<file path="config.mk">
export PLATFORM = sky130hd
export DESIGN_NAME = instr_fetch_unit
export DESIGN_NICKNAME = d
export VERILOG_FILES = /design/src/rtl/instr_fetch_unit.sv
export SDC_FILE = /design/constraint.sdc
export NUM_CORES = 1
export LEC_CHECK = 0
export CAP_MARGIN = 10
export CORE_ASPECT_RATIO = 1.2
export CORE_UTILIZATION = 40
export CTS_CLUSTER_SIZE = 20
export DETAILED_ROUTE_END_ITERATION = 6
export PLACE_DENSITY = 0.72
export SLEW_MARGIN = 20
export SYNTH_ARGS = -nofsm -noshare
export SYNTH_HDL_FRONTEND = slang
export SYNTH_SLANG_ARGS = --single-unit
</file>
<file path="constraint.sdc">
create_clock -name clk -period 1.7 [get_ports clk]
set_input_delay 0.255 -clock clk [delete_from_list [all_inputs] [get_ports clk]]
set_output_delay 0.255 -clock clk [all_outputs]
set_load 0.02 [all_outputs]
</file>
<file path="src/rtl/instr_fetch_unit.sv">
// Instruction fetch and sequencing stage.
// Owns the PC, fetches 16-bit words over a req/ack handshake, holds them in IR
// and issues decoded fields downstream with valid/ready. A HALT word stops
// fetching until run is asserted again.
// Optional build macro: FETCH_STATS_EN adds saturating issue/wait counters.
module instr_fetch_unit #(
    parameter int unsigned          ADDR_W   = 8,
    parameter logic [ADDR_W-1:0]    RESET_PC = '0
) (
    input  logic              clk,
    input  logic              rst,
    input  logic              run,
    output logic              imem_req,
    output logic [ADDR_W-1:0] imem_addr,
    input  logic              imem_ack,
    input  logic [15:0]       imem_rdata,
    output logic              instr_valid,
    input  logic              exec_ready,
    output logic [3:0]        opcode,
    output logic [1:0]        rx,
    output logic [1:0]        ry,
    output logic [7:0]        imm,
    output logic [ADDR_W-1:0] pc,
    output logic              halted
`ifdef FETCH_STATS_EN
    ,
    output logic [15:0]       stat_issued,
    output logic [15:0]       stat_wait
`endif
);

    localparam logic [3:0] OpHalt = 4'hF;

    typedef enum logic [1:0] {
        StIdle,
        StFetch,
        StIssue,
        StHalt
    } state_e;

    state_e            state_q;
    logic [ADDR_W-1:0] pc_q;
    logic [15:0]       ir_q;
    logic              req_q;
    logic              valid_q;
    logic              halted_q;

    // Sequencing FSM; req/valid/halted are registered alongside the state so
    // no input ever reaches an output combinationally.
    always_ff @(posedge clk) begin
        if (rst) begin
            state_q  <= StIdle;
            pc_q     <= RESET_PC;
            ir_q     <= '0;
            req_q    <= 1'b0;
            valid_q  <= 1'b0;
            halted_q <= 1'b0;
        end else begin
            unique case (state_q)
                StIdle: begin
                    if (run) begin
                        state_q <= StFetch;
                        req_q   <= 1'b1;
                    end
                end
                StFetch: begin
                    if (imem_ack) begin
                        pc_q  <= pc_q + ADDR_W'(1);
                        req_q <= 1'b0;
                        // HALT is consumed here and never reaches IR
                        if (imem_rdata[15:12] == OpHalt) begin
                            state_q  <= StHalt;
                            halted_q <= 1'b1;
                        end else begin
                            ir_q    <= imem_rdata;
                            state_q <= StIssue;
                            valid_q <= 1'b1;
                        end
                    end
                end
                StIssue: begin
                    if (exec_ready) begin
                        state_q <= StFetch;
                        valid_q <= 1'b0;
                        req_q   <= 1'b1;
                    end
                end
                StHalt: begin
                    if (run) begin
                        state_q  <= StFetch;
                        halted_q <= 1'b0;
                        req_q    <= 1'b1;
                    end
                end
                default: begin
                    state_q <= StIdle;
                end
            endcase
        end
    end

    // Fields are always driven from IR; consumers qualify with instr_valid
    assign opcode      = ir_q[15:12];
    assign rx          = ir_q[11:10];
    assign ry          = ir_q[9:8];
    assign imm         = ir_q[7:0];
    assign pc          = pc_q;
    assign imem_addr   = pc_q;
    assign imem_req    = req_q;
    assign instr_valid = valid_q;
    assign halted      = halted_q;

`ifdef FETCH_STATS_EN
    logic [15:0] stat_issued_q;
    logic [15:0] stat_wait_q;

    // Saturating counters of accepted instructions and memory wait cycles
    always_ff @(posedge clk) begin
        if (rst) begin
            stat_issued_q <= '0;
            stat_wait_q   <= '0;
        end else begin
            if (valid_q && exec_ready && (stat_issued_q != 16'hFFFF)) begin
                stat_issued_q <= stat_issued_q + 16'd1;
            end
            if ((state_q == StFetch) && !imem_ack && (stat_wait_q != 16'hFFFF)) begin
                stat_wait_q <= stat_wait_q + 16'd1;
            end
        end
    end

    assign stat_issued = stat_issued_q;
    assign stat_wait   = stat_wait_q;
`endif

endmodule

</file>
# --- Word-level counts from Yosys, hierarchy flattened ---
# Index checks and enable logic that the tools add are counted.
op_classes:
  addsub: 1
  multipliers: 0
  div: 0
  n_lt_le_gt_ge: 0
  n_eq_ne: 10
  shifts: 0
  mux: 17
  bitwise_logic: 1
  n_reduce_logical: 9
ops:
  columns: ["operator", "count"]
  rows:
  - ["1-bit 2-to-1 mux", 10]
  - ["2-bit != test, second input constant", 5]
  - ["8-bit by 1-bit adder with 8-bit output, second input constant", 1]
  - ["4-bit AND reduction", 2]
  - ["2-bit 2-to-1 mux", 3]
  - ["2-bit one-hot mux with 3 select lines", 1]
  - ["3-bit AND reduction", 2]
  - ["2-bit equality test, second input constant", 2]
  - ["4-bit equality test, second input constant", 1]
  - ["1-bit one-hot mux with 2 select lines", 2]
  - ["2-bit nonzero test", 2]
  - ["1-bit one-hot mux with 3 select lines", 1]
  - ["2-bit by 1-bit equality test with 1-bit output, second input constant", 1]
  - ["2-bit logical NOT", 1]
  - ["2-bit by 1-bit != test with 1-bit output, second input constant", 1]
  - ["2-bit AND reduction", 1]
  - ["2-bit OR reduction", 1]
  - ["1-bit NOT", 1]
totals:
  register_bits: 29
  latchBits: 0
  ram_bits: 0
  rom_bits: 0
  in_bits: 21
  output_inout_bits: 35
  n_memories: 0

# --- Longest topological paths before layout ---
# Gate-level depths: netlist of run 1.
logic_depth:
  word_depth: 4
  mapped_depth: 8
  ltp_nobuf: 5

# --- Worst setup path before layout of run 1 ---
# No wires, ideal clock.
synth_path:
  path_kind: "register to register"
  from: "reg state_q[0]"
  to: "reg pc_q[7] (netlist: imem_addr[7])"
  setup_ps: 70
  t_arrival_ps: 1453
  t_required_ps: 1630
  path_slack_ps: 176
  stages_incl_launch_ff: 6
  n_path_buf: 1
  period_less_slack_ps: 1524
  path_cell_list: "dfxtp_1 ha_1 buf_2 nand4_2 or4_1 a21oi_1"
synth_via:
  elab_chain_len: 2
synth_lines:
  columns: ["item", "line_no", "text"]
  rows:
  - ["from (decl)", "41", "state_e state_q;"]
  - ["from (signal assigned)", "52", "state_q <= StIdle;"]
  - ["from (signal assigned)", "62", "state_q <= StFetch;"]
  - ["from (signal assigned)", "72", "state_q <= StHalt;"]
  - ["2-bit by 1-bit equality test with 1-bit output", "59", "unique case (state_q)"]
  - ["2-bit AND reduction (no line)", null, null]
  - ["to (signal assigned)", "68", "pc_q <= pc_q + ADDR_W'(1);"]
  - ["to (decl)", "42", "logic [ADDR_W-1:0] pc_q;"]
# Every way passes these cells.
# A chain may end at the register's enable or synchronous reset.

# --- Worst setup path after layout of run 1 ---
layout_path:
  from: "reg pc_q[1] (netlist: imem_addr[1])"
  to: "out imem_addr[1]"
layout_lines:
  columns: ["item", "line_no", "text"]
  rows:
  - ["to (decl)", "14", "output logic [ADDR_W-1:0] imem_addr,"]
# No word-level cell between the ends.

==> Implementation_results.wiki, run 1 <==
{| class="wikitable"
! Metric !! Value
|-
| Number of standard-cell rows in the floorplan || 22
|-
| Source-to-sink clock delay at the later pin of the worst-skew pair || 0.32 ns
|-
| Hold buffer count at cts || 0
|-
| Sinks on the clock net || 29
|-
| Filler cell count in the final layout || 273
|-
| Core Region || 3140 um2
|-
| Cell type group with the largest total delay on the critical path || buffers and inverters
|-
| Area contributors post-synth || sky130_fd_sc_hd__dfxtp_1, sky130_fd_sc_hd__a21oi_1, sky130_fd_sc_hd__o21ai_0
|-
| Initial cell density of the core || 43.0%
|-
| Mean post-synth cell area || 8.43 um2
|-
| Core utilization of the finished layout || 65.0%
|-
| Synth Instances || 160
|-
| Worst setup path class || reg2out
|-
| Worst Path Required || 1.44 ns
|-
| Synth Warn # || 0
|-
| Detailed-route DRC error count || 0
|-
| Power density over the cells || 1030 nW/um2
|-
| Maximum count of clock buffers along a single path || 2
|-
| Post-synthesis cell type with the largest combined area || sky130_fd_sc_hd__dfxtp_1
|-
| Class of the tightest hold or removal check || reg2reg
|-
| I/O pin total || 56
|-
| Highest clock rate || 0.611 GHz
|-
| Cell Int Power || 1450 uW
|-
| Data arrival time of the critical path || 1.38 ns
|-
| Final critical-path required period || 1.64 ns
|-
| Max Fanout on Critical Path || 5
|-
| ANT nets after route || 0
|-
| Pin count of the biggest net entering global routing || 18
|-
| Count of inserted antenna diode cells || 0
|-
| Routed WL || 3470 um
|-
| Pleak || 0.000864 uW
|-
| Remaining global-route overflow || 0
|-
| Number of I/O port buffers || 55
|-
| Antenna violations before repair || 0
|-
| Ranking of synthesized cells by instance count || sky130_fd_sc_hd__dfxtp_1, sky130_fd_sc_hd__a21oi_1, sky130_fd_sc_hd__o21ai_0
|-
| Post-synth top flop || sky130_fd_sc_hd__dfxtp_1
|-
| Number of setup violations in the final report || 0
|-
| Final hold slack || 0.476 ns
|-
| Detailed-route via count || 1367
|-
| Critical Path Max Stage Delay || 0.64 ns
|-
| Final hold vios || 0
|-
| Pre-antenna DRT Iters || 4
|-
| Flop and latch count out of synthesis || 29
|-
| CTS root buf || sky130_fd_sc_hd__clkbuf_4
|-
| Post-layout instance count excluding filler cells || 252
|-
| Slowest cell on the critical path || sky130_fd_sc_hd__clkdlybuf4s50_1
|-
| Area growth syn-to-layout || 51.2%
|-
| Relative slew slack || 80.6%
|-
| Worst setup slack before clock tree synthesis || -0.00899 ns
|-
| Clock share of power || 27.9%
|-
| Proportion of power drawn by combinational gates || 32.9%
|-
| Post-DP HPWL || 2630 um
|-
| Unique masters post-synth || 31
|-
| Tcrit/Tclk final || 96.2%
|-
| Routability congestion estimate from global placement || 0.850
|-
| Vias in the first global route || 1401
|-
| Fraction of registers with async set/reset || 0%
|-
| CTS buffer count || 5
|-
| Net count, final || 242
|-
| Share of final-layout standard cells stronger than drive strength 1 || 9.72%
|-
| Outcome || finished, final reports clean
|-
| Via density || 5.42
|-
| Chain of cells forming the critical path || clkdlybuf4s50_1
|-
| Count leader, synth || sky130_fd_sc_hd__dfxtp_1
|-
| Die Area || 3610 um2
|-
| Number of max-slew violations in the final report || 0
|-
| Reg clk slew, reported paths || 0.09 ns
|-
| Transition time of the tightest slew-check pin || 0.289 ns
|-
| Top cell type's share of synthesized area || 43.0%
|-
| First DRT Iteration DRCs || 14
|-
| Area taken by multi-input logic gates || 656 um2
|-
| Buf+Inv Stages, Crit Path || 1
|-
| Total number of H-tree levels || 2
|-
| Worst vdd ir || 0.000643 V
|-
| Sort of element at the end of the critical path || output pin
|-
| Netlist area before placement || 1350 um2
|-
| Sequential-to-total area share from yosys stat || 43.0%
|-
| Area of all sequential standard cells || 581 um2
|-
| Width of the chip || 55.0 um
|-
| Placed Cells || 244
|-
| Least setup slack across all paths after layout || 0.0642 ns
|-
| Global-route wire length before repair || 5740 um
|-
| DR WL/cell || 13.8 um
|-
| Vertical die dimension || 65.6 um
|-
| Number of maximum-capacitance violations || 0
|-
| Number of enable-type register cells in the synthesized netlist || 0
|-
| Post-synthesis net count || 187
|-
| Switching share of total power || 30.8%
|-
| Sequential share of power || 39.2%
|-
| CTS tree || done
|-
| Power dissipated by switching net loads || 646 uW
|-
| All-Layer GR Usage || 21.6%
|-
| Worst Setup Start Kind || flip-flop
|-
| Worst setup skew after layout || 0.00575 ns
|}
registers in the layout, summed over array words and instances, names as in the netlist:
| register | count |
|---|---|
| instr_valid | 1 |
| halted | 1 |
| imem_req | 1 |
| state_q | 2 |
| imem_addr | 8 |
| ir_q | 16 |
final timing paths:
path	from	end	slack (ns)	cells after the start
setup / recovery	imem_addr[1]	imem_addr[1]	0.06	1
hold / removal	ir_q[2]	ir_q[2]	0.48	2
setup reg to reg	state_q[0]	state_q[0]	0.15	6
hold reg to reg	ir_q[2]	ir_q[2]	0.48	2
power by group through the flow:
stage	registers, uW	logic [uW]	clock network (uW)
final	821	690	584
after detailed placement	833	674	0
after floorplan	917	294	0
after global placement	830	652	0
after global routing	832	758	641
after CTS	818	678	595
cell families after synthesis:
group | Yosys count | share of synthesized area [%]
AOI/OAI and AO/OA | 49 | 20.4
and+or+nand+nor | 49 | 19.6
adders and majority gates | 6 | 5.57
xor gates and xnor gates | 2 | 1.30
DFF | 29 | 43.0
buffers and inverters | 24 | 9.28
muxes | 1 | 0.835
metal layers:
layer	global-route usage, %	share of wire, %	vias up
li1	-	-	669
met1	24.8	39	638
met2	36.4	54	55
met3	5.32	6.0	5
met4	9.06	1.3	0
met5	0	0	-
final cells by class:
type | count | share of cell area [%]
multi-input cells | 107 | 32.1
repair buffers | 66 | 31.9
flip-flops and latches | 29 | 28.5
clock buffers | 7 | 2.70
well taps | 36 | 2.21
clock inverters | 1 | 1.47
inverters | 6 | 1.10
cell usage in the layout, fill, tap and decap left out, types with 3 or more instances in the layout:
master / count
sky130_fd_sc_hd__clkdlybuf4s50_1: 48
sky130_fd_sc_hd__dfxtp_1: 29
sky130_fd_sc_hd__nand2_1: 5
sky130_fd_sc_hd__nor2b_1: 3
sky130_fd_sc_hd__or3_1: 4
sky130_fd_sc_hd__ha_1: 5
sky130_fd_sc_hd__buf_4: 11
sky130_fd_sc_hd__a21oi_1: 23
sky130_fd_sc_hd__nand4_1: 3
sky130_fd_sc_hd__nor3_1: 5
sky130_fd_sc_hd__nand2b_1: 3
sky130_fd_sc_hd__clkbuf_4: 5
sky130_fd_sc_hd__nand3_1: 14
sky130_fd_sc_hd__o21ai_0: 16
sky130_fd_sc_hd__dlymetal6s2s_1: 7
sky130_fd_sc_hd__inv_1: 6
sky130_fd_sc_hd__nor2_1: 7
tightest hold or removal path, cell delays in order (launching register included):
cell	delay, ns
sky130_fd_sc_hd__dfxtp_1	0.31
sky130_fd_sc_hd__o21ai_0	0.06
sky130_fd_sc_hd__a21oi_1	0.06
timing repair:
item                       CTS  global route
buffers inserted             0             0
setup endpoints to repair    0            12
resized for setup            0             9
per-stage QoR:
step	TNS, ns	power, uW	area, um2
global route	-0.00514	2230	2040
global placement	0	1480	1920
CTS	0	2090	2010
finish	0	2100	2040
floorplan	0	1210	1350
detailed placement	-0.00930	1510	1920
Note: power is estimated with default switching activity, not from simulation.
==> inputs of run 2 (changes only) <==
- CAP_MARGIN: 10 -> 20
==> results of run 2 <==
The final DEF is identical to that of run 1; final timing and power are the same.
